===== config.mk =====
export PLATFORM = sky130hd
export DESIGN_NAME = ram_dp_ctrl_flat
export DESIGN_NICKNAME = d
export VERILOG_FILES = /design/src/rtl/ram_dp_ctrl_if.sv /design/src/rtl/ram_dp_ctrl.sv /design/src/flat_wrapper.sv
export SDC_FILE = /design/constraint.sdc
export NUM_CORES = 1
export LEC_CHECK = 0
export ABC_AREA = 1
export BUFFER_PORTS_ARGS = -buffer_cell sky130_fd_sc_hd__clkbuf_2
export CORE_AREA = 2 2 223 225
export DETAILED_ROUTE_END_ITERATION = 6
export DIE_AREA = 0 0 225 227
export GPL_ROUTABILITY_DRIVEN = 0
export SLEW_MARGIN = 20
export SYNTH_ARGS = -nofsm -noshare
export SYNTH_HDL_FRONTEND = slang
export SYNTH_SLANG_ARGS = --single-unit

===== constraint.sdc =====
create_clock -name clock -period 7.2 [get_ports clock]
set_clock_uncertainty 0.15 [all_clocks]
set_input_delay 1.44 -clock clock [delete_from_list [all_inputs] [get_ports clock]]
set_output_delay 1.44 -clock clock [all_outputs]
set_load 0.01 [all_outputs]

===== src/rtl/ram_dp_ctrl_if.sv =====
// ----------------------------------------------------------------------------
// ram_dp_ctrl_if
// Purpose : bundles the two client request channels, the two read-response
//           channels and the two RAM port connections of ram_dp_ctrl.
// Signals (N = 1, 2):
//   reqN_valid_in / reqN_ready_out     request handshake
//   reqN_we_in, reqN_index_in,
//   reqN_data_in                       request payload (1 = write, 0 = read)
//   rspN_valid_out, rspN_data_out      read response (1-cycle pulse, held data)
//   ram_weN_out, ram_indexN_out,
//   ram_dataN_out                      drive to RAM port N
//   ram_dataN_in                       asynchronous read data from RAM port N
// Modports:
//   slave  : the controller side
//   master : the client / RAM-model side
// ----------------------------------------------------------------------------
interface ram_dp_ctrl_if #(
  parameter int DATAWIDTH = 64,
  parameter int LOGINDEX  = 8
);
  logic                 req1_valid_in;
  logic                 req1_ready_out;
  logic                 req1_we_in;
  logic [LOGINDEX-1:0]  req1_index_in;
  logic [DATAWIDTH-1:0] req1_data_in;
  logic                 req2_valid_in;
  logic                 req2_ready_out;
  logic                 req2_we_in;
  logic [LOGINDEX-1:0]  req2_index_in;
  logic [DATAWIDTH-1:0] req2_data_in;

  logic                 rsp1_valid_out;
  logic [DATAWIDTH-1:0] rsp1_data_out;
  logic                 rsp2_valid_out;
  logic [DATAWIDTH-1:0] rsp2_data_out;

  logic                 ram_we1_out;
  logic [LOGINDEX-1:0]  ram_index1_out;
  logic [DATAWIDTH-1:0] ram_data1_out;
  logic [DATAWIDTH-1:0] ram_data1_in;
  logic                 ram_we2_out;
  logic [LOGINDEX-1:0]  ram_index2_out;
  logic [DATAWIDTH-1:0] ram_data2_out;
  logic [DATAWIDTH-1:0] ram_data2_in;

  modport slave (
    input  req1_valid_in, req1_we_in, req1_index_in, req1_data_in,
    input  req2_valid_in, req2_we_in, req2_index_in, req2_data_in,
    output req1_ready_out, req2_ready_out,
    output rsp1_valid_out, rsp1_data_out, rsp2_valid_out, rsp2_data_out,
    output ram_we1_out, ram_index1_out, ram_data1_out,
    output ram_we2_out, ram_index2_out, ram_data2_out,
    input  ram_data1_in, ram_data2_in
  );

  modport master (
    output req1_valid_in, req1_we_in, req1_index_in, req1_data_in,
    output req2_valid_in, req2_we_in, req2_index_in, req2_data_in,
    input  req1_ready_out, req2_ready_out,
    input  rsp1_valid_out, rsp1_data_out, rsp2_valid_out, rsp2_data_out,
    input  ram_we1_out, ram_index1_out, ram_data1_out,
    input  ram_we2_out, ram_index2_out, ram_data2_out,
    output ram_data1_in, ram_data2_in
  );
endinterface


===== src/rtl/ram_dp_ctrl.sv =====
// ----------------------------------------------------------------------------
// ram_dp_ctrl
// Purpose : initiator-side controller for a dual-port RAM (async read, write
//           at posedge). After reset or clear_in a sweep writes INITVALUE to
//           every entry, two entries per cycle; afterwards two client channels
//           drive the RAM ports and read data is registered into responses.
//           Same-index double writes are resolved in favour of port 2.
// Ports:
//   clock          in   posedge clock
//   reset          in   asynchronous active-high reset
//   clear_in       in   1-cycle pulse, re-runs the init sweep
//   init_done_out  out  1 once the sweep has completed (state RUN)
//   coll_count_out out  saturating count of write-write collisions
//   bus            ram_dp_ctrl_if.slave: requests, responses, RAM ports
// Options:
//   RAM_DP_CTRL_FWD_EN  when defined, a read that meets an accepted write to
//                       the same index on the other port returns the new data;
//                       otherwise it returns the pre-write RAM contents.
// ----------------------------------------------------------------------------
module ram_dp_ctrl #(
  parameter int                   DATAWIDTH = 64,
  parameter int                   INDEXSIZE = 256,
  parameter int                   LOGINDEX  = 8,
  parameter logic [DATAWIDTH-1:0] INITVALUE = {DATAWIDTH{1'b0}}
) (
  input  logic        clock,
  input  logic        reset,
  input  logic        clear_in,
  output logic        init_done_out,
  output logic [15:0] coll_count_out,
  ram_dp_ctrl_if.slave bus
);

  localparam logic [LOGINDEX-1:0] LAST_PTR = LOGINDEX'(INDEXSIZE - 2);
  localparam logic [LOGINDEX-1:0] PTR_STEP = LOGINDEX'(2);
  localparam logic [LOGINDEX-1:0] PTR_ONE  = LOGINDEX'(1);

  typedef enum logic [0:0] {
    INIT = 1'b0,
    RUN  = 1'b1
  } state_t;

  state_t               state_r;
  state_t               state_s;
  logic [LOGINDEX-1:0]  ptr_r;

  logic                 ready_s;
  logic                 acc1_s;
  logic                 acc2_s;
  logic                 rd1_s;
  logic                 rd2_s;
  logic                 coll_s;

  logic                 ram_we1_s;
  logic                 ram_we2_s;
  logic [LOGINDEX-1:0]  ram_index1_s;
  logic [LOGINDEX-1:0]  ram_index2_s;
  logic [DATAWIDTH-1:0] ram_data1_s;
  logic [DATAWIDTH-1:0] ram_data2_s;

  logic [DATAWIDTH-1:0] rd_data1_s;
  logic [DATAWIDTH-1:0] rd_data2_s;

  logic                 rsp1_valid_r;
  logic                 rsp2_valid_r;
  logic [DATAWIDTH-1:0] rsp1_data_r;
  logic [DATAWIDTH-1:0] rsp2_data_r;
  logic [15:0]          coll_count_r;

  // Handshake: requests only flow in RUN and never in a clear cycle.
  assign ready_s = (state_r == RUN) & ~clear_in;
  assign acc1_s  = bus.req1_valid_in & ready_s;
  assign acc2_s  = bus.req2_valid_in & ready_s;
  assign rd1_s   = acc1_s & ~bus.req1_we_in;
  assign rd2_s   = acc2_s & ~bus.req2_we_in;
  assign coll_s  = acc1_s & bus.req1_we_in & acc2_s & bus.req2_we_in &
                   (bus.req1_index_in == bus.req2_index_in);

  // State register.
  always_ff @(posedge clock or posedge reset) begin
    if (reset) begin
      state_r <= INIT;
    end else begin
      state_r <= state_s;
    end
  end

  // Next-state logic: leave INIT once the last pair is written, return on clear.
  always_comb begin
    state_s = state_r;
    case (state_r)
      INIT: begin
        if (clear_in) begin
          state_s = INIT;
        end else if (ptr_r == LAST_PTR) begin
          state_s = RUN;
        end else begin
          state_s = INIT;
        end
      end
      RUN: begin
        if (clear_in) begin
          state_s = INIT;
        end else begin
          state_s = RUN;
        end
      end
      default: state_s = INIT;
    endcase
  end

  // Sweep pointer: advances by a pair per INIT cycle, parked at 0 otherwise
  // so every new sweep (reset, clear in INIT or RUN) starts from entry 0.
  always_ff @(posedge clock or posedge reset) begin
    if (reset) begin
      ptr_r <= {LOGINDEX{1'b0}};
    end else if ((state_r == INIT) && !clear_in && (ptr_r != LAST_PTR)) begin
      ptr_r <= ptr_r + PTR_STEP;
    end else begin
      ptr_r <= {LOGINDEX{1'b0}};
    end
  end

  // RAM port drive: sweep pairs in INIT, client requests in RUN. On a
  // same-index double write port 1 is suppressed so port 2 wins.
  always_comb begin
    ram_we1_s    = 1'b0;
    ram_we2_s    = 1'b0;
    ram_index1_s = bus.req1_index_in;
    ram_index2_s = bus.req2_index_in;
    ram_data1_s  = bus.req1_data_in;
    ram_data2_s  = bus.req2_data_in;
    if (state_r == INIT) begin
      ram_we1_s    = ~clear_in;
      ram_we2_s    = ~clear_in;
      ram_index1_s = ptr_r;
      ram_index2_s = ptr_r + PTR_ONE;
      ram_data1_s  = INITVALUE;
      ram_data2_s  = INITVALUE;
    end else begin
      ram_we1_s    = acc1_s & bus.req1_we_in & ~coll_s;
      ram_we2_s    = acc2_s & bus.req2_we_in;
    end
  end

`ifdef RAM_DP_CTRL_FWD_EN
  // A read meeting the other port's accepted write to the same index sees the
  // new data. A reading port never writes, so no double-write case arises here.
  assign rd_data1_s = (ram_we2_s && (bus.req2_index_in == bus.req1_index_in)) ?
                      bus.req2_data_in : bus.ram_data1_in;
  assign rd_data2_s = (ram_we1_s && (bus.req1_index_in == bus.req2_index_in)) ?
                      bus.req1_data_in : bus.ram_data2_in;
`else
  // Async read sampled at the accept edge returns the pre-write contents.
  assign rd_data1_s = bus.ram_data1_in;
  assign rd_data2_s = bus.ram_data2_in;
`endif

  // Read responses: one-cycle valid pulse, data held until the next read.
  always_ff @(posedge clock or posedge reset) begin
    if (reset) begin
      rsp1_valid_r <= 1'b0;
      rsp2_valid_r <= 1'b0;
      rsp1_data_r  <= {DATAWIDTH{1'b0}};
      rsp2_data_r  <= {DATAWIDTH{1'b0}};
    end else begin
      rsp1_valid_r <= rd1_s;
      rsp2_valid_r <= rd2_s;
      if (rd1_s) begin
        rsp1_data_r <= rd_data1_s;
      end else begin
        rsp1_data_r <= rsp1_data_r;
      end
      if (rd2_s) begin
        rsp2_data_r <= rd_data2_s;
      end else begin
        rsp2_data_r <= rsp2_data_r;
      end
    end
  end

  // Saturating write-write collision counter.
  always_ff @(posedge clock or posedge reset) begin
    if (reset) begin
      coll_count_r <= 16'h0000;
    end else if (coll_s && (coll_count_r != 16'hFFFF)) begin
      coll_count_r <= coll_count_r + 16'h0001;
    end else begin
      coll_count_r <= coll_count_r;
    end
  end

  assign init_done_out      = (state_r == RUN);
  assign coll_count_out     = coll_count_r;
  assign bus.req1_ready_out = ready_s;
  assign bus.req2_ready_out = ready_s;
  assign bus.rsp1_valid_out = rsp1_valid_r;
  assign bus.rsp2_valid_out = rsp2_valid_r;
  assign bus.rsp1_data_out  = rsp1_data_r;
  assign bus.rsp2_data_out  = rsp2_data_r;
  assign bus.ram_we1_out    = ram_we1_s;
  assign bus.ram_we2_out    = ram_we2_s;
  assign bus.ram_index1_out = ram_index1_s;
  assign bus.ram_index2_out = ram_index2_s;
  assign bus.ram_data1_out  = ram_data1_s;
  assign bus.ram_data2_out  = ram_data2_s;

endmodule


===== src/flat_wrapper.sv =====
// flat-port wrapper written by rule: the top's interface ports become plain ports
module ram_dp_ctrl_flat 
#(
  parameter int                   DATAWIDTH = 64,
  parameter int                   INDEXSIZE = 256,
  parameter int                   LOGINDEX  = 8,
  parameter logic [DATAWIDTH-1:0] INITVALUE = {DATAWIDTH{1'b0}}
)
  (clock, reset, clear_in, init_done_out, coll_count_out, bus_req1_valid_in, bus_req1_we_in, bus_req1_index_in, bus_req1_data_in, bus_req2_valid_in, bus_req2_we_in, bus_req2_index_in, bus_req2_data_in, bus_req1_ready_out, bus_req2_ready_out, bus_rsp1_valid_out, bus_rsp1_data_out, bus_rsp2_valid_out, bus_rsp2_data_out, bus_ram_we1_out, bus_ram_index1_out, bus_ram_data1_out, bus_ram_we2_out, bus_ram_index2_out, bus_ram_data2_out, bus_ram_data1_in, bus_ram_data2_in);
  ram_dp_ctrl_if #(.DATAWIDTH(DATAWIDTH), .LOGINDEX(LOGINDEX)) bus_i ();
  input  logic clock;
  input  logic reset;
  input  logic clear_in;
  output logic init_done_out;
  output logic [15:0] coll_count_out;
  input wire logic [$bits(bus_i.req1_valid_in)-1:0] bus_req1_valid_in;
  input wire logic [$bits(bus_i.req1_we_in)-1:0] bus_req1_we_in;
  input wire logic [$bits(bus_i.req1_index_in)-1:0] bus_req1_index_in;
  input wire logic [$bits(bus_i.req1_data_in)-1:0] bus_req1_data_in;
  input wire logic [$bits(bus_i.req2_valid_in)-1:0] bus_req2_valid_in;
  input wire logic [$bits(bus_i.req2_we_in)-1:0] bus_req2_we_in;
  input wire logic [$bits(bus_i.req2_index_in)-1:0] bus_req2_index_in;
  input wire logic [$bits(bus_i.req2_data_in)-1:0] bus_req2_data_in;
  output wire logic [$bits(bus_i.req1_ready_out)-1:0] bus_req1_ready_out;
  output wire logic [$bits(bus_i.req2_ready_out)-1:0] bus_req2_ready_out;
  output wire logic [$bits(bus_i.rsp1_valid_out)-1:0] bus_rsp1_valid_out;
  output wire logic [$bits(bus_i.rsp1_data_out)-1:0] bus_rsp1_data_out;
  output wire logic [$bits(bus_i.rsp2_valid_out)-1:0] bus_rsp2_valid_out;
  output wire logic [$bits(bus_i.rsp2_data_out)-1:0] bus_rsp2_data_out;
  output wire logic [$bits(bus_i.ram_we1_out)-1:0] bus_ram_we1_out;
  output wire logic [$bits(bus_i.ram_index1_out)-1:0] bus_ram_index1_out;
  output wire logic [$bits(bus_i.ram_data1_out)-1:0] bus_ram_data1_out;
  output wire logic [$bits(bus_i.ram_we2_out)-1:0] bus_ram_we2_out;
  output wire logic [$bits(bus_i.ram_index2_out)-1:0] bus_ram_index2_out;
  output wire logic [$bits(bus_i.ram_data2_out)-1:0] bus_ram_data2_out;
  input wire logic [$bits(bus_i.ram_data1_in)-1:0] bus_ram_data1_in;
  input wire logic [$bits(bus_i.ram_data2_in)-1:0] bus_ram_data2_in;
  assign bus_i.req1_valid_in = bus_req1_valid_in;
  assign bus_i.req1_we_in = bus_req1_we_in;
  assign bus_i.req1_index_in = bus_req1_index_in;
  assign bus_i.req1_data_in = bus_req1_data_in;
  assign bus_i.req2_valid_in = bus_req2_valid_in;
  assign bus_i.req2_we_in = bus_req2_we_in;
  assign bus_i.req2_index_in = bus_req2_index_in;
  assign bus_i.req2_data_in = bus_req2_data_in;
  assign bus_req1_ready_out = bus_i.req1_ready_out;
  assign bus_req2_ready_out = bus_i.req2_ready_out;
  assign bus_rsp1_valid_out = bus_i.rsp1_valid_out;
  assign bus_rsp1_data_out = bus_i.rsp1_data_out;
  assign bus_rsp2_valid_out = bus_i.rsp2_valid_out;
  assign bus_rsp2_data_out = bus_i.rsp2_data_out;
  assign bus_ram_we1_out = bus_i.ram_we1_out;
  assign bus_ram_index1_out = bus_i.ram_index1_out;
  assign bus_ram_data1_out = bus_i.ram_data1_out;
  assign bus_ram_we2_out = bus_i.ram_we2_out;
  assign bus_ram_index2_out = bus_i.ram_index2_out;
  assign bus_ram_data2_out = bus_i.ram_data2_out;
  assign bus_i.ram_data1_in = bus_ram_data1_in;
  assign bus_i.ram_data2_in = bus_ram_data2_in;
  ram_dp_ctrl #(.DATAWIDTH(DATAWIDTH), .INDEXSIZE(INDEXSIZE), .LOGINDEX(LOGINDEX), .INITVALUE(INITVALUE)) u_core (.clock(clock), .reset(reset), .clear_in(clear_in), .init_done_out(init_done_out), .coll_count_out(coll_count_out), .bus(bus_i));
endmodule

==> results_dict.tcl, run 1 <==
set metrics [dict create \
    hold_class "reg -> reg" \
    post_cts_buffers 0 \
    yosys_warnings 0 \
    fillers 5496 \
    start_util 0.158 \
    h-tree-depth 4 \
    finalWorstSetupSlack_ns 2.73 \
    pin_count 574 \
    hold_buffers 0 \
    critPathCaptureType "output pin" \
    core_mm2 0.0485 \
    multi_input_area_mm2 0.00294 \
    dr.pass1.iters 5 \
    min_period_ns 4.47 \
    place_hpwl_um 31900 \
    total_power_uw 2090 \
    clk_latency_ns 0.43 \
    synth.mux.area_fraction 0 \
    vdd_drop_max_v 0.000139 \
    p_comb_frac 0.110 \
    ys_ff_latch 154 \
    grt_pass1_vias 8407 \
    fmax_ghz 0.224 \
    fin_cells 2279 \
    synth_top_cells_by_count "nand2_1 (617), inv_1 (165), dfrtp_1 (154)" \
    die_height_um 227 \
    die_w_um 225 \
    final-max-slew-violation-count 0 \
    synthDistinctLibCells 27 \
    synth_adder_area_share 0.00326 \
    dieArea_mm2 0.0511 \
    drt-initial-drc-count 377 \
    regArea_mm2 0.00386 \
    synth.top_cell.area_share 0.503 \
    cts_sinks 154 \
    relSlewSlack 0.381 \
    clk_transition_reported_paths_ns 0.06 \
    io_buffers 573 \
    synth-xor-area-share 0.00800 \
    worst_pin_slew_ns 0.929 \
    grt_pass1_wl_um 53000 \
    ant_nets 0 \
    hold_violations 0 \
    drive_above_1_share 0.380 \
    synth_top_area_cell "dfrtp_1" \
    finalSetupTns_ns 0 \
    worstPathRequired_ns 5.61 \
    setup_viol 0 \
    placed_area_mm2 0.0111 \
    antenna_found_initial 8 \
    synth_area_mm2 0.00767 \
    rsz0062_at_grt "false" \
    routedWlPerCell_um 16.6 \
    syn_inst 1087 \
    final_nets 1919 \
    synth_simple_gate_area_frac 0.360 \
    arrival_ns 2.88 \
    syn_nets 1368 \
    synth.most_common_cell "nand2_1" \
    final_area_mm2 0.0117 \
    dp.cells 2241 \
    worstPathCellList "clkbuf_2, inv_1, nand2_1, nand2_1, nor2_1, nand3_2, nor2_4, o21ai_1, clkbuf_2" \
    preCtsSetupSlack_ns 2.59 \
    p_sw_uw 520 \
    cts_tree "built" \
    switching_share 0.249 \
    synthTopCellsByArea "dfrtp_1 (50%), nand2_1 (30%), inv_1 (8.1%)" \
    overflow 0 \
    cellLeakagePower_uw 0.00796 \
    synth_top_family_by_area "simple AND/OR/NAND/NOR gates" \
    rows 81 \
    grt_max_degree 93 \
    synth-compound-area-share 0.0114 \
    outcome "finished, final reports clean" \
    area_delta_synth_final_pct 53.1 \
    vias 8524 \
    path_max_fanout 15 \
    tritoncts.num_buffers 17 \
    gr-usage-all-layers 0.143 \
    ys.flop_type "dfrtp_1" \
    via_per_inst 3.74 \
    power_density_mw_per_mm2 178 \
    slowest_delay_ns 0.42 \
    critPathLaunchType "input pin" \
    clkPwrFrac 0.442 \
    avgSynthCellArea_um2 7.05 \
    clockBufferDepth 2 \
    critPathSlowestCell "nor2_1" \
    wirelength_um 37900 \
    root_buffer "clkbuf_16" \
    cts_resized 0 \
    pwr-share-seq 0.448 \
    p_int_uw 1570 \
    worst-setup-path-type "in -> out" \
    period_share 0.621 \
    maxCapViolations 0 \
    drc 0 \
    synth_edf_count 0 \
    ys_seq_area_frac 0.503 \
    async_flop_share 1.00 \
]
==> state kept, by name (all words and copies together) (netlist names) <==
signal	count
u_core.bus.rsp1_valid_out	1
u_core.init_done_out	1
u_core.coll_count_out	16
u_core.bus.rsp2_data_out	64
u_core.ptr_r	7
u_core.bus.rsp2_valid_out	1
u_core.bus.rsp1_data_out	64
==> cell families after synthesis <==
logic type               after synthesis
buffers and inverters                216
adder cells (fa/ha/maj)                2
XOR/XNOR                               7
AND/OR/NAND/NOR                      691
AO/OA/AOI/OAI                         17
flip-flops                           154
==> final timing paths <==
check	startpoint	to	slack, ns	depth (start not counted)
max	bus_req1_index_in[3]	bus_ram_we1_out	2.73	9
min	u_core.bus.rsp1_data_out[31]$_DFFE_PP0P_	u_core.bus.rsp1_data_out[31]$_DFFE_PP0P_	0.32	2
max reg2reg	u_core.init_done_out$_DFF_PP0_	u_core.bus.rsp1_data_out[35]$_DFFE_PP0P_	3.20	8
min reg2reg	u_core.bus.rsp1_data_out[31]$_DFFE_PP0P_	u_core.bus.rsp1_data_out[31]$_DFFE_PP0P_	0.32	2
max in group asynchronous	reset	u_core.coll_count_out[0]$_DFFE_PP0P_	4.50	3
min in group asynchronous	reset	u_core.bus.rsp1_data_out[1]$_DFFE_PP0P_	1.01	2
==> worst max-delay path, delay by kind of cell <==
family / cells / cell delay [ns]
AO/OA/AOI/OAI: 1 / 0.10
AND/OR/NAND/NOR: 5 / 1.00
buffers and inverters: 3 / 0.33
==> power groups by stage <==
stage          clock, uW  combinational [uW]  sequential (uW)
6_report             922                 229              934
5_1_grt              993                 259              939
4_1_cts              955                 236              934
3_5_place_dp           0                 238              947
3_3_place_gp           0                 235              948
2_1_floorplan          0                57.8              967
==> metal layers <==
metal | routed length [um] | part of all wire | track usage | up-vias
met5 | 27 | 0.00071 | 0 | -
met4 | 618 | 0.016 | 0.0502 | 4
met3 | 3280 | 0.087 | 0.0490 | 33
met2 | 20900 | 0.55 | 0.276 | 380
met1 | 13100 | 0.35 | 0.141 | 3852
li1 | - | - | - | 4255
==> per-stage QoR <==
stage | hold slack, ns | util
finish | 0.318 | 0.242
floorplan | 0.305 | -
CTS | 0.322 | 0.241
global placement | 0.304 | 0.229
detailed placement | 0.307 | 0.229
global route | 0.339 | 0.242
==> layout by cell type (no fill, tap or decap), types with 2 or more instances in the layout <==
| cell | n |
|---|---|
| nand2_1 | 617 |
| clkbuf_2 | 573 |
| inv_1 | 164 |
| dfrtp_1 | 153 |
| nor2_1 | 27 |
| clkbuf_16 | 17 |
| nand3_1 | 15 |
| o21ai_0 | 14 |
| nand4_1 | 12 |
| diode_2 | 6 |
| clkinv_2 | 5 |
| xor2_1 | 5 |
| inv_2 | 4 |
| nor2_2 | 4 |
| nor2_4 | 4 |
| buf_4 | 4 |
| nor3_1 | 3 |
| bufinv_16 | 3 |
| clkbuf_1 | 3 |
| clkinvlp_4 | 3 |
| nor3b_1 | 2 |
| nand4_4 | 2 |
| nand3_2 | 2 |
| inv_6 | 2 |
| xnor2_1 | 2 |
| ha_1 | 2 |
==> cell type report <==
cell class | count | area share
Antenna cell | 6 | 0.00128
Clock buffer | 21 | 0.0384
Clock inverter | 11 | 0.0124
Inverter | 171 | 0.0553
Multi-Input combinational cell | 717 | 0.251
Sequential cell | 154 | 0.329
Tap cell | 622 | 0.0663
Timing Repair Buffer | 577 | 0.247
No activity file was read; power rests on OpenSTA's default activity.
==> run 2: changes to the inputs <==
ABC_AREA = 0   (was 1)
CORE_AREA = 2 2 226 228   (was 2 2 223 225)
DIE_AREA = 0 0 228 230   (was 0 0 225 227)
clock period = 4.4 ns   (was 7.2 ns; I/O delays follow)
==> results_dict.tcl, run 2 <==
set metrics [dict create \
    outcome "finished, final reports clean" \
    synth_adder_area_share 0.00355 \
    cellLeakagePower_uw 0.00632 \
    hold_violations 0 \
    overflow 0 \
    synth_top_cells_by_count "dfrtp_1 (154), and2_1 (129), mux2_2 (129)" \
    cts_resized 0 \
    post_cts_buffers 0 \
    power_density_mw_per_mm2 300 \
    highest_layer "met4" \
    gr-usage-all-layers 0.135 \
    cts_sinks 154 \
    vias 6796 \
    root_buffer "clkbuf_16" \
    hold_buffers 0 \
    critPathSlowestCell "nor4_1" \
    finalSetupTns_ns 0 \
    p_sw_uw 832 \
    whs_ns 0.358 \
    total_power_uw 3390 \
    syn_nets 863 \
    synth_top_area_cell "dfrtp_1" \
    synth.most_common_cell "dfrtp_1" \
    final_cell_mix "clkbuf_2 (573), dfrtp_1 (153), mux2_2 (129), and2_1 (129), nand2_1 (46)" \
    cts_tree "built" \
    wirelength_um 36300 \
    place_hpwl_um 31500 \
    reg2reg_depth 4 \
    ys_seq_area_frac 0.546 \
    pwr-share-seq 0.444 \
    clk_transition_reported_paths_ns 0.07 \
    routedWlPerCell_um 19.8 \
    start_util 0.141 \
    synth.mux.area_fraction 0.207 \
    synth-compound-area-share 0.00213 \
    ys.flop_type "dfrtp_1" \
    area_delta_synth_final_pct 60.4 \
    wl_met3_um 2510 \
    fmax_ghz 0.279 \
    avgSynthCellArea_um2 12.1 \
    drc 0 \
    clk_latency_ns 0.44 \
    dr.pass1.iters 4 \
    grt_pass1_wl_um 50800 \
    relSlewSlack 0.359 \
    hold_class "reg -> reg" \
    path_max_fanout 2 \
    rows 82 \
    synth.top_cell.area_share 0.546 \
    rsz0062_at_grt "false" \
    min_period_ns 3.59 \
    p_comb_frac 0.102 \
    synthDistinctLibCells 29 \
    synth_area_mm2 0.00706 \
    async_flop_share 1.00 \
    synth-xor-area-share 0.0335 \
    worst-setup-path-type "in -> out" \
    final_common_cell "clkbuf_2" \
    yosys_warnings 0 \
    maxCapViolations 0 \
    dp.cells 1801 \
    fin_cells 1836 \
    worstPathRequired_ns 3.37 \
    ys_ff_latch 154 \
    synthTopCellsByArea "dfrtp_1 (55%), mux2_2 (21%), and2_1 (11%)" \
    whs_path_depth 1 \
    final-max-slew-violation-count 0 \
    setup_viol 0 \
    antenna_found_initial 11 \
    arrival_ns 2.56 \
    critPathCaptureType "output pin" \
    grt_pass1_vias 7319 \
    drive_above_1_share 0.644 \
    grt_max_degree 137 \
    fillers 5474 \
    core_mm2 0.0499 \
    final_nets 1429 \
    period_share 0.816 \
    tritoncts.num_buffers 17 \
    synth_top_family_by_area "multiplexers" \
    synth_simple_gate_area_frac 0.180 \
    synth_edf_count 0 \
    die_w_um 228 \
    worstPathCellList "clkbuf_2, xor2_1, nor4_1, nand3_1, nand3_1, a21oi_1, clkbuf_2" \
    pin_count 574 \
    drt-initial-drc-count 188 \
    worst_pin_slew_ns 0.962 \
    io_buffers 573 \
    clkPwrFrac 0.454 \
    critPathLaunchType "input pin" \
    clockBufferDepth 2 \
    via_per_inst 3.70 \
    die_height_um 230 \
    p_int_uw 2560 \
    vdd_drop_max_v 0.000166 \
    met1_length_um 12100 \
    syn_inst 582 \
    fin_util 0.227 \
    dieArea_mm2 0.0524 \
    h-tree-depth 4 \
    ant_nets 0 \
    wl_met2_um 20500 \
    switching_share 0.245 \
    slowest_delay_ns 0.66 \
]
run 2: changes by cell type in the layout (fill, tap and decap cells not counted), sizes merged, moves of 5 or more:
| cell | before | now |
|---|---|---|
| mux2 | 0 | 130 |
| buf | 4 | 9 |
| and2 | 0 | 129 |
| o21ai | 15 | 0 |
| nand4 | 15 | 8 |
| xnor2 | 2 | 16 |
| nand2 | 617 | 46 |
| xor2 | 5 | 11 |
| nor2 | 36 | 13 |
| inv | 170 | 4 |
run 2: layout make-up:
| type | count | area (um2) | share of cell area |
|---|---|---|---|
| inverters | 4 | 18.8 | 0.00166 |
| clock inverters | 13 | 168 | 0.0148 |
| diodes | 3 | 7.51 | 0.000663 |
| flip-flops and latches | 154 | 3860 | 0.341 |
| well taps | 672 | 841 | 0.0743 |
| clock buffers | 19 | 443 | 0.0391 |
| multi-input cells | 389 | 3020 | 0.267 |
| repair buffers | 582 | 2960 | 0.262 |
run 2: cells by family (layout without fill, tap and decap cells):
kind of cell / after synthesis / count (layout)
other cells: 0 / 3
mux: 130 / 130
xor+xnor: 27 / 27
fa+ha+maj: 2 / 2
flops: 154 / 154
compound gates: 3 / 3
buf+inv: 39 / 618
simple gates: 227 / 227
run 2: final timing paths:
kind	start	to	slack (ns)
max reg2reg	u_core.init_done_out$_DFF_PP0_	u_core.bus.rsp1_data_out[15]$_DFFE_PP0P_	1.72
min in group asynchronous	reset	u_core.bus.rsp1_data_out[37]$_DFFE_PP0P_	0.38
min reg2reg	u_core.bus.rsp1_data_out[49]$_DFFE_PP0P_	u_core.bus.rsp1_data_out[49]$_DFFE_PP0P_	0.36
max in group asynchronous	reset	u_core.init_done_out$_DFF_PP0_	2.93
max	bus_req2_index_in[7]	bus_ram_we1_out	0.81
min	u_core.bus.rsp1_data_out[49]$_DFFE_PP0P_	u_core.bus.rsp1_data_out[49]$_DFFE_PP0P_	0.36
run 2: layer usage:
| metal | up-vias | track usage |
|---|---|---|
| met4 | 0 | 0.0643 |
| met5 | - | 0 |
| met2 | 362 | 0.267 |
| met1 | 3320 | 0.128 |
| met3 | 50 | 0.0375 |
| li1 | 3064 | - |
run 2: critical path, delay by kind of cell:
kind,cells,cell delay [ns]
AO/OA/AOI/OAI,1,0.15
buffers and inverters,2,0.37
AND/OR/NAND/NOR,3,0.98
XOR/XNOR,1,0.17
run 2: power by group through the flow:
| stage | registers (uW) | clock network (uW) | logic, uW |
|---|---|---|---|
| 6_report | 1510 | 1540 | 346 |
| 5_1_grt | 1510 | 1650 | 379 |
| 4_1_cts | 1510 | 1600 | 355 |
| 3_5_place_dp | 1530 | 0 | 355 |
| 3_3_place_gp | 1530 | 0 | 349 |
| 2_1_floorplan | 1560 | 0 | 86.2 |
run 2: per-stage QoR:
step	setup slack, ns	cell area [um2]
detailed placement	0.642	10700
finish	0.810	11300
floorplan	1.43	7060
global placement	0.676	10700
CTS	0.636	11300
global route	0.506	11300
==> run 3: changes to the inputs <==
CORE_AREA = 2 2 222 224   (was 2 2 226 228)
DIE_AREA = 0 0 224 226   (was 0 0 228 230)
clock period = 3.2 ns   (was 4.4 ns; I/O delays follow)
==> results_dict.tcl, run 3 (synthesis results as in run 2) <==
set metrics [dict create \
    gr-usage-all-layers 0.132 \
    drt-initial-drc-count 229 \
    preCtsSetupSlack_ns 0.137 \
    wirelength_um 35000 \
    ant_nets 0 \
    rsz0062_at_grt "false" \
    vdd_drop_max_v 0.000277 \
    grt_pass1_wl_um 47300 \
    antenna_found_initial 9 \
    min_period_ns 2.94 \
    pwr-share-seq 0.456 \
    fin_util 0.234 \
    power_density_mw_per_mm2 402 \
    drc 0 \
    overflow 0 \
    io_buffers 573 \
    cellLeakagePower_uw 0.00635 \
    final_cell_mix "clkbuf_2 (573), dfrtp_1 (153), mux2_2 (129), and2_1 (129), nand2_1 (46)" \
    maxCapViolations 0 \
    cts_resized 0 \
    dieArea_mm2 0.0506 \
    h-tree-depth 4 \
    critPathLaunchType "input pin" \
    grt_max_degree 104 \
    routedWlPerCell_um 19.5 \
    fmax_ghz 0.341 \
    worst-setup-path-type "in -> out" \
    via_per_inst 3.78 \
    path_max_fanout 2 \
    critPathCaptureType "output pin" \
    worstPathRequired_ns 2.41 \
    start_util 0.146 \
    relSlewSlack 0.652 \
    die_height_um 226 \
    p_comb_frac 0.103 \
    cts_sinks 154 \
    hold_buffers 0 \
    setup_viol 0 \
    vias 6777 \
    final-max-slew-violation-count 0 \
    grt_pass1_vias 6948 \
    root_buffer "clkbuf_16" \
    dr.pass1.iters 5 \
    p_int_uw 3380 \
    switching_share 0.256 \
    clk_transition_reported_paths_ns 0.06 \
    post_cts_buffers 0 \
    p_sw_uw 1160 \
    hold_class "in -> async" \
    pin_count 574 \
    period_share 0.918 \
    finalWorstSetupSlack_ns 0.263 \
    clockBufferDepth 2 \
    finalSetupTns_ns 0 \
    outcome "finished, final reports clean" \
    cts_tree "built" \
    final_nets 1437 \
    rows 81 \
    core_mm2 0.0483 \
    arrival_ns 2.15 \
    die_w_um 224 \
    area_delta_synth_final_pct 60.4 \
    tritoncts.num_buffers 17 \
    drive_above_1_share 0.647 \
    hold_violations 0 \
    worst_pin_slew_ns 0.521 \
    place_hpwl_um 30200 \
    clkPwrFrac 0.441 \
    final_common_cell "clkbuf_2" \
    clk_latency_ns 0.43 \
]
==> run 3: per-stage QoR <==
step           hold slack, ns  power (uW)  instance area (um2)  cells
6_report               0.0857        4550                11300   1794
4_1_cts                0.0638        4630                11300   1791
2_1_floorplan           0.331        2260                 7060    582
3_5_place_dp            0.344        2590                10700   1759
5_1_grt                0.0994        4750                11300   1792
3_3_place_gp            0.340        2580                10700   1759
==> run 3: worst paths after layout <==
kind,slack [ns],startpoint,cells after the start,endpoint
worst max-delay path,0.26,bus_req2_index_in[0],8,bus_ram_we1_out
worst min-delay path,0.09,reset,2,u_core.bus.rsp2_data_out[22]$_DFFE_PP0P_
worst max register to register,0.88,u_core.coll_count_out[0]$_DFFE_PP0P_,6,u_core.coll_count_out[1]$_DFFE_PP0P_
worst min register to register,0.36,u_core.bus.rsp1_data_out[32]$_DFFE_PP0P_,1,u_core.bus.rsp1_data_out[32]$_DFFE_PP0P_
max in group asynchronous,2.10,reset,3,u_core.bus.rsp1_data_out[12]$_DFFE_PP0P_
min in group clock,0.28,bus_ram_data1_in[45],2,u_core.bus.rsp1_data_out[45]$_DFFE_PP0P_
==> run 3: power by group through the flow <==
stage | Combinational (uW) | Sequential (uW) | Clock [uW]
after floorplan | 118 | 2140 | 0
after global placement | 473 | 2110 | 0
after detailed placement | 481 | 2110 | 0
after CTS | 482 | 2070 | 2080
after global routing | 519 | 2080 | 2150
final | 469 | 2070 | 2000
==> run 3: area by class of cell <==
type / instances / area, um2
Fill cell: 5258 / 37000
Sequential cell: 154 / 3860
Timing Repair Buffer: 590 / 3060
Multi-Input combinational cell: 389 / 3020
Tap cell: 622 / 778
Clock buffer: 19 / 443
Clock inverter: 13 / 131
Inverter: 4 / 18.8
Antenna cell: 3 / 7.51
==> run 3: critical path, cell delays in order <==
cell and delay, ns:
clkbuf_2 0.10, xor2_1 0.16, nor4_1 0.49, buf_4 0.22, nand3_1 0.10, nand3_1 0.11, a21oi_1 0.15, clkbuf_2 0.17
==> run 3: routing by layer <==
layer | wire length (um) | global-route usage | part of all wire
met1 | 12000 | 0.134 | 0.34
met4 | 612 | 0.0415 | 0.017
met3 | 3350 | 0.0511 | 0.096
met5 | 13 | 0 | 0.00037
met2 | 19100 | 0.247 | 0.54
